--- config.mk ---
export PLATFORM = sky130hd
export DESIGN_NAME = infer_mul_arb_flat
export DESIGN_NICKNAME = d
export VERILOG_FILES = /design/src/rtl/infer_mul_arb_if.sv /design/src/rtl/infer_mul_arb.sv /design/src/flat_wrapper.sv
export SDC_FILE = /design/constraint.sdc
export NUM_CORES = 1
export LEC_CHECK = 0
export CAP_MARGIN = 20
export CORE_AREA = 5 5 99 101
export DETAILED_ROUTE_END_ITERATION = 7
export DIE_AREA = 0 0 104 106
export GPL_TIMING_DRIVEN = 1
export PLACE_DENSITY = 0.75
export SLEW_MARGIN = 5
export SYNTH_ARGS = -nofsm -noshare
export SYNTH_HDL_FRONTEND = slang
export SYNTH_SLANG_ARGS = --single-unit
--- constraint.sdc ---
create_clock -name clk -period 3.12 [get_ports clk]
set_clock_uncertainty 0.15 [all_clocks]
set_input_delay 0.624 -clock clk [delete_from_list [all_inputs] [get_ports clk]]
set_output_delay 0.624 -clock clk [all_outputs]
set_load 0.01 [all_outputs]
--- src/rtl/infer_mul_arb_if.sv ---
// rtl/infer_mul_arb_if.sv - requester, response and multiplier-core bus of infer_mul_arb
interface infer_mul_arb_if #(
    parameter int N_REQ = 4
) ();
    logic [N_REQ-1:0]    req_valid;
    logic [21*N_REQ-1:0] req_a;
    logic [14*N_REQ-1:0] req_b;
    logic [N_REQ-1:0]    req_ready;
    logic [N_REQ-1:0]    rsp_valid;
    logic [34:0]         rsp_p;
    logic [N_REQ-1:0]    rsp_ready;
    logic                mul_ce;
    logic [20:0]         mul_din0;
    logic [13:0]         mul_din1;
    logic [34:0]         mul_dout;
    logic                busy;

    modport master (
        input  req_valid, req_a, req_b, rsp_ready, mul_dout,
        output req_ready, rsp_valid, rsp_p, mul_ce, mul_din0, mul_din1, busy
    );

    modport slave (
        output req_valid, req_a, req_b, rsp_ready, mul_dout,
        input  req_ready, rsp_valid, rsp_p, mul_ce, mul_din0, mul_din1, busy
    );
endinterface

--- src/rtl/infer_mul_arb.sv ---
// rtl/infer_mul_arb.sv - round-robin share of one pipelined 21s x 14s multiplier core
// A tag pipeline runs in lockstep with the core so each product returns to its requester.
module infer_mul_arb #(
    parameter int N_REQ   = 4,
    parameter int IDW     = 2,
    parameter int MUL_LAT = 3
) (
    input  logic             clk,
    input  logic             reset,
    infer_mul_arb_if.master  bus
);
    logic [MUL_LAT-1:0] r_vld;
    logic [IDW-1:0]     r_tag [MUL_LAT];
    logic [IDW-1:0]     r_ptr;

    logic [N_REQ-1:0]   w_rsp_valid;
    logic [N_REQ-1:0]   w_ready;
    logic               w_ce;
    logic               w_found;
    logic               w_grant;
    logic [IDW-1:0]     w_win;
    logic [IDW-1:0]     w_cand;

    always_comb begin
        w_rsp_valid = '0;
        for (int i = 0; i < N_REQ; i++) begin
            if (r_vld[MUL_LAT-1] && (r_tag[MUL_LAT-1] == IDW'(i))) begin
                w_rsp_valid[i] = 1'b1;
            end
        end
    end

    // The whole core freezes while the output product waits on its consumer.
    assign w_ce = ~|(w_rsp_valid & ~bus.rsp_ready);

    always_comb begin
        w_found = 1'b0;
        w_win   = '0;
        w_cand  = '0;
        for (int k = 1; k <= N_REQ; k++) begin
            w_cand = IDW'((int'(r_ptr) + k) % N_REQ);
            if (!w_found && bus.req_valid[w_cand]) begin
                w_found = 1'b1;
                w_win   = w_cand;
            end
        end
    end

    // Reset gating keeps req_ready low for the whole time reset is held.
    assign w_grant = w_found & w_ce & reset;

    always_comb begin
        w_ready = '0;
        if (w_grant) begin
            w_ready[w_win] = 1'b1;
        end
    end

    always_ff @(posedge clk or negedge reset) begin
        if (!reset) begin
            r_vld <= '0;
            for (int i = 0; i < MUL_LAT; i++) begin
                r_tag[i] <= '0;
            end
            r_ptr <= IDW'(N_REQ - 1);
        end else if (w_ce) begin
            r_vld[0] <= w_grant;
            r_tag[0] <= w_win;
            for (int i = 1; i < MUL_LAT; i++) begin
                r_vld[i] <= r_vld[i-1];
                r_tag[i] <= r_tag[i-1];
            end
            if (w_grant) begin
                r_ptr <= w_win;
            end
        end
    end

    assign bus.req_ready = w_ready;
    assign bus.rsp_valid = w_rsp_valid;
    assign bus.rsp_p     = bus.mul_dout;
    assign bus.mul_ce    = w_ce;
    assign bus.mul_din0  = w_grant ? bus.req_a[int'(w_win)*21 +: 21] : 21'd0;
    assign bus.mul_din1  = w_grant ? bus.req_b[int'(w_win)*14 +: 14] : 14'd0;
    assign bus.busy      = |r_vld;
endmodule

--- src/flat_wrapper.sv ---
// flat-port wrapper written by rule: the top's interface ports become plain ports
module infer_mul_arb_flat 
#(
    parameter int N_REQ   = 4,
    parameter int IDW     = 2,
    parameter int MUL_LAT = 3
)
  (clk, reset, bus_req_valid, bus_req_a, bus_req_b, bus_rsp_ready, bus_mul_dout, bus_req_ready, bus_rsp_valid, bus_rsp_p, bus_mul_ce, bus_mul_din0, bus_mul_din1, bus_busy);
  infer_mul_arb_if #(.N_REQ(N_REQ)) bus_i ();
  input  logic clk;
  input  logic reset;
  input wire logic [$bits(bus_i.req_valid)-1:0] bus_req_valid;
  input wire logic [$bits(bus_i.req_a)-1:0] bus_req_a;
  input wire logic [$bits(bus_i.req_b)-1:0] bus_req_b;
  input wire logic [$bits(bus_i.rsp_ready)-1:0] bus_rsp_ready;
  input wire logic [$bits(bus_i.mul_dout)-1:0] bus_mul_dout;
  output wire logic [$bits(bus_i.req_ready)-1:0] bus_req_ready;
  output wire logic [$bits(bus_i.rsp_valid)-1:0] bus_rsp_valid;
  output wire logic [$bits(bus_i.rsp_p)-1:0] bus_rsp_p;
  output wire logic [$bits(bus_i.mul_ce)-1:0] bus_mul_ce;
  output wire logic [$bits(bus_i.mul_din0)-1:0] bus_mul_din0;
  output wire logic [$bits(bus_i.mul_din1)-1:0] bus_mul_din1;
  output wire logic [$bits(bus_i.busy)-1:0] bus_busy;
  assign bus_i.req_valid = bus_req_valid;
  assign bus_i.req_a = bus_req_a;
  assign bus_i.req_b = bus_req_b;
  assign bus_i.rsp_ready = bus_rsp_ready;
  assign bus_i.mul_dout = bus_mul_dout;
  assign bus_req_ready = bus_i.req_ready;
  assign bus_rsp_valid = bus_i.rsp_valid;
  assign bus_rsp_p = bus_i.rsp_p;
  assign bus_mul_ce = bus_i.mul_ce;
  assign bus_mul_din0 = bus_i.mul_din0;
  assign bus_mul_din1 = bus_i.mul_din1;
  assign bus_busy = bus_i.busy;
  infer_mul_arb #(.N_REQ(N_REQ), .IDW(IDW), .MUL_LAT(MUL_LAT)) u_core (.clk(clk), .reset(reset), .bus(bus_i));
endmodule
Word level (Yosys, flattened, before mapping):

Index checks and enable logic that the tools add are counted.

* multiplexer cells: 25
* $mul: 2
* reduce and logical (&&, ||, !) cells: 16
* shift-type cells: 2
* bitwise logic cells: 5
* eq/ne operators: 3
* $lt $le $gt $ge: 6
* add/subtract/negate cells: 4

Operator list (count)
* variable part select 84 x 32 -> 21 bit: 1
* variable part select 56 x 32 -> 14 bit: 1
* 2-to-1 mux 21 bit: 1
* less-than comparator 2 x 3 -> 1 bit (second input constant): 5
* 2-to-1 mux 14 bit: 1
* 2-to-1 mux 1 bit: 13
* binary-select mux 1 bit (select 2 bit): 4
* logical AND 1 bit: 8
* 2-to-1 mux 2 bit: 4
* multiplier 2 x 5 -> 7 bit (second input constant): 1
* multiplier 2 x 3 -> 5 bit (second input constant): 1
* adder 2 x 1 -> 2 bit (second input constant): 2
* adder 2 bit (second input constant): 2
* AND 4 bit: 1
* == test 2 bit (second input constant): 2
* logical NOT 1 bit: 4
* 2-to-1 mux 4 bit: 1
* NOT 4 bit: 1
* OR reduction 4 bit: 1
* OR reduction 3 bit: 1
* AND 1 bit: 2
* demux 1 bit (select 2 bit): 1
* == test 2 x 1 -> 1 bit (second input constant): 1
* >= comparator 2 x 1 -> 1 bit (second input constant): 1
* 3 further kinds: 3

* output and inout port bits: 80
* logic and storage cells: 68
* register bits: 11

Logic depth before layout (Yosys ltp):

Gate-level depths: netlist of run 1.

* depth after elaboration: 18
* depth in mapped cells: 7
* depth with buffers taken out: 5

Least setup slack after synthesis of run 1:

Ideal clock, no wire load.

* kind: input port to output port
* start: input bus_req_valid[3]
* end: output bus_mul_din0[10]
* arrival: 2096 ps
* slack: 250 ps
* buffers on the path: 2
* cell stages on the path: 6
* data required time: 2346 ps
* cell sequence: or2_2 a221oi_1 buf_2 buf_2 mux2i_1 o22ai_2

* word-level cells in the longest chain between the ends: 15
* elaborated cells between the ends (all ways): 27

RTL lines
* from (decl): RTL line flat_wrapper.sv:12 `input wire logic [$bits(bus_i.req_valid)-1:0] bus_req_valid;`
* binary-select mux 1 bit (select 2 bit): RTL line infer_mul_arb.sv:42 `if (!w_found && bus.req_valid[w_cand]) begin`
* 2-to-1 mux 1 bit (implied by the code): RTL line infer_mul_arb.sv:42
* 2-to-1 mux 1 bit: RTL line infer_mul_arb.sv:42
* logical NOT 1 bit: RTL line infer_mul_arb.sv:42
* logical AND 1 bit: RTL line infer_mul_arb.sv:42
* 2-to-1 mux 1 bit: RTL line infer_mul_arb.sv:42
* logical NOT 1 bit: RTL line infer_mul_arb.sv:42
* logical AND 1 bit: RTL line infer_mul_arb.sv:42
* 2-to-1 mux 1 bit: RTL line infer_mul_arb.sv:42
* logical NOT 1 bit: RTL line infer_mul_arb.sv:42
* logical AND 1 bit: RTL line infer_mul_arb.sv:42
* 2-to-1 mux 2 bit or 2-to-1 mux 1 bit (tied branches): RTL line infer_mul_arb.sv:42
* multiplier 2 x 5 -> 7 bit or AND 1 bit (tied branches): RTL line infer_mul_arb.sv:83, infer_mul_arb.sv:50
* variable part select 84 x 32 -> 21 bit or AND 1 bit (tied branches): RTL line infer_mul_arb.sv:83, infer_mul_arb.sv:50
* 2-to-1 mux 21 bit *: RTL line infer_mul_arb.sv:83 `assign bus.mul_din0 = w_grant ? bus.req_a[int'(w_win)*21 +: 21] : 21'd0;`
* to (decl): RTL line flat_wrapper.sv:21 `output wire logic [$bits(bus_i.mul_din0)-1:0] bus_mul_din0;`

Every way passes the cells marked *; elsewhere a longest branch is shown, timed or not. The select of a mux whose other input is x is not followed.

Worst setup path after layout of run 1:

* start: input bus_rsp_ready[2]
* end: output bus_mul_din0[3]

* word-level cells in the longest chain between the ends: 7

RTL lines
* from (decl): RTL line flat_wrapper.sv:15 `input wire logic [$bits(bus_i.rsp_ready)-1:0] bus_rsp_ready;`
* NOT 4 bit: RTL line infer_mul_arb.sv:34 `assign w_ce = ~|(w_rsp_valid & ~bus.rsp_ready);`
* AND 4 bit: RTL line infer_mul_arb.sv:34
* OR reduction 4 bit: RTL line infer_mul_arb.sv:34
* logical NOT 1 bit: RTL line infer_mul_arb.sv:34
* AND 1 bit (2 in series): RTL line infer_mul_arb.sv:50 `assign w_grant = w_found & w_ce & reset;`
* 2-to-1 mux 21 bit: RTL line infer_mul_arb.sv:83

Every way passes these cells.

==> results of run 1 <==
-- through the flow --
step	instances	setup slack [ps]	setup TNS [ps]	hold slack [ps]
after floorplan	215	250	0	178
after global placement	494	-659	-22660	305
after detailed placement	494	-689	-24010	319
after CTS	526	13.8	0	331
after global routing	526	-27.2	-115	359
final	526	35.2	0	329
-- report_power, final --
| group | switching [mW] | internal [mW] |
|---|---|---|
| Sequential | 0.0718 | 0.230 |
| Combinational | 1.06 | 1.56 |
| Clock | 0.0567 | 0.0879 |
-- kinds of logic (layout without fill, tap and decap cells) --
| group | count (synthesis) | in the layout |
|---|---|---|
| DFF | 11 | 11 |
| buffers and inverters | 54 | 254 |
| muxes | 76 | 76 |
| and+or+nand+nor | 26 | 26 |
| AOI/OAI and AO/OA | 48 | 48 |
-- layout make-up --
cell class | count | area, sq um | share of cell area (%)
clock buffer | 3 | 41.3 | 0.927
clock inverter | 1 | 5.00 | 0.112
inverter | 3 | 13.8 | 0.309
multi-input combinational | 150 | 1530 | 34.4
sequential | 11 | 279 | 6.26
tap | 111 | 139 | 3.12
timing repair buffer | 247 | 2440 | 54.9
-- registers in the layout (all words and copies together), names as in the netlist --
name          cells
u_core.r_tag      6
u_core.r_vld      3
u_core.r_ptr      2
-- worst register-to-register path, stage by stage, from the launching register on --
cell and delay, ps:
dfrtp_2 470, mux2i_4 220, a22oi_4 220, buf_6 130, inv_4 30, or3_4 450, buf_16 180, o21ai_0 70
-- Yosys cell counts (3+ instances only) --
cell type | number | area (sq um)
dfrtp_1 | 9 | 225
mux2_2 | 4 | 45.0
a21oi_1 | 3 | 15.0
o22ai_2 | 17 | 213
o21ai_0 | 3 | 15.0
nor2_1 | 7 | 26.3
mux2i_1 | 72 | 721
buf_6 | 3 | 33.8
nand2_1 | 3 | 11.3
nand2b_1 | 3 | 18.8
buf_2 | 12 | 60.1
o22ai_1 | 18 | 113
buf_4 | 35 | 263
-- metal layers --
metal / share of wire, % / track usage, %
met1: 36 / 15.2
met2: 53 / 28.3
met3: 9.0 / 5.83
met4: 2.4 / 4.90
met5: 0 / 0
-- path summary, 6_finish.rpt --
path | from | end | slack (ps)
worst max-delay path | bus_rsp_ready[2] | bus_mul_din0[3] | 40
worst max register to register | u_core.r_tag[0]$_DFFE_PN0N_ | u_core.r_ptr[1]$_DFFE_PN1P_ | 1140
min in group asynchronous | reset | u_core.r_vld[0]$_DFFE_PN0N_ | 670
worst min register to register | u_core.r_tag[5]$_DFFE_PN0N_ | u_core.r_tag[5]$_DFFE_PN0N_ | 330
worst min-delay path | u_core.r_tag[5]$_DFFE_PN0N_ | u_core.r_tag[5]$_DFFE_PN0N_ | 330
max in group asynchronous | reset | u_core.r_ptr[1]$_DFFE_PN1P_ | 1930
-- what timing repair did --
action                     CTS  global route
setup endpoints to repair   39            31
setup buffers               23             1
pin swaps                   11            14
gates cloned                 5             1
resized for setup          187            37
==> metrics, run 1 <==
outcome finished clean; Avg Cell Area, Syn 9.26 sq um; Final Hold Fails 0; hold path cells 2; number of placement rows 35; Arr. time, crit path 2310 ps; drt pass-1 iters 4; Synth Area in Compound Gates 21.5%; Tot Pwr 3.07 mW; Final Setup Violations 0; Yosys reg bits 11; startpoint types primary input; ys flop type dfrtp_1; warnings from Yosys 0; number of cells on the critical path 9; crit path buf inv count 5; Post-synth EDFFs 0; Critical Path RT 2350 ps; CTS tree yes; Post-Syn Area 1990 sq um; Util after Layout 49.9%; DIE AREA 11,000 sq um; Starting Density 22.3%; largest net degree at the start of global routing 21; gr usage total 15.1%; dpl cell area 4020 sq um; leakage power 2.01 nW; Area growth syn-to-layout 124%; clk root buf clkbuf_8; Tmin final 3080 ps; CTS sink cnt 11; first-pass GRT wire length 13.4 mm; fill count 838; CP top delay family buffers and inverters; crit-path max cell delay 450 ps; Async SR Flop Fraction 100%; max-slew violation count 0; unrepaired setup endpoints after global routing true; Cells after Synth 215; CP max stage cell or3_4; chip height 106 um; Die Wd 104 um; crit path kind in2out; # diodes 0; Slew @ Worst Pin 366 ps; Antenna Nets Post-Route 0; Hold Crit Class reg2reg; Simple-Gate Fraction of Synth Area 7.35%; I/O pin cnt 265; fmax 0.324 GHz; max-cap viol count 0; Post-Synth Adder-Cell Area 0%; number of global-route vias before repair 2,588; 1st-iter DRT viols 54; slew margin rel. 75.6%; share of post-route cells with drive strength above 1 36.6%; Hold Buf Count CTS 0; Post-Synth XOR/XNOR Area 0%; worst vdd ir 273 uV; most frequent cells in the layout clkdlybuf4s50_1 (147), mux2i_1 (55), buf_2 (34), buf_4 (25), o22ai_2 (19); initial antenna violation count 0; worst skew pair latency 240 ps; post-synthesis mux area share 38.4%; Port Buffer Count 194; CTS H-tree depth 1; count of cell types in the netlist 33; fin area 4450 sq um; CP Cell Sequence dlygate4sd2_1, mux2i_4, a22oi_4, buf_6, inv_4, or3_4, buf_12, o22ai_2, buf_2; Post-DP HPWL 7.15 mm; period utilization 98.9%; final wirelength 9.34 mm; gr ovfl total 0; P per Cell Area 688 nW/um^2; Reg2Reg Depth 7; Core ar. 8930 sq um; nets 601; Clock Pin Slew Worst Setup and Hold Paths 50 ps; Seq/Total Area, Yosys 13.9%; Max Root-Sink Buffers 2; vias per cell 4.66; CP Max Fanout 9; largest family of logic cells by synthesized area multiplexers; # DRC 0; Vias 2,450; gpl congestion 0.771; drt wl/cell 17.7 um; Synthesized Nets 400; most common cell after layout, fill and taps aside clkdlybuf4s50_1; Crit. End Element output port; CTS buffer count 3
(Power assumes the default switching activity.)
==> run 2, diff against run 1 <==
Settings changed: ABC_CLOCK_PERIOD_IN_PS set to 3120, CTS_BUF_LIST set to sky130_fd_sc_hd__clkbuf_4 sky130_fd_sc_hd__clkbuf_8 sky130_fd_sc_hd__clkbuf_16.
==> results of run 2 <==
No change in the layout: final DEF, timing and power equal those of run 1.
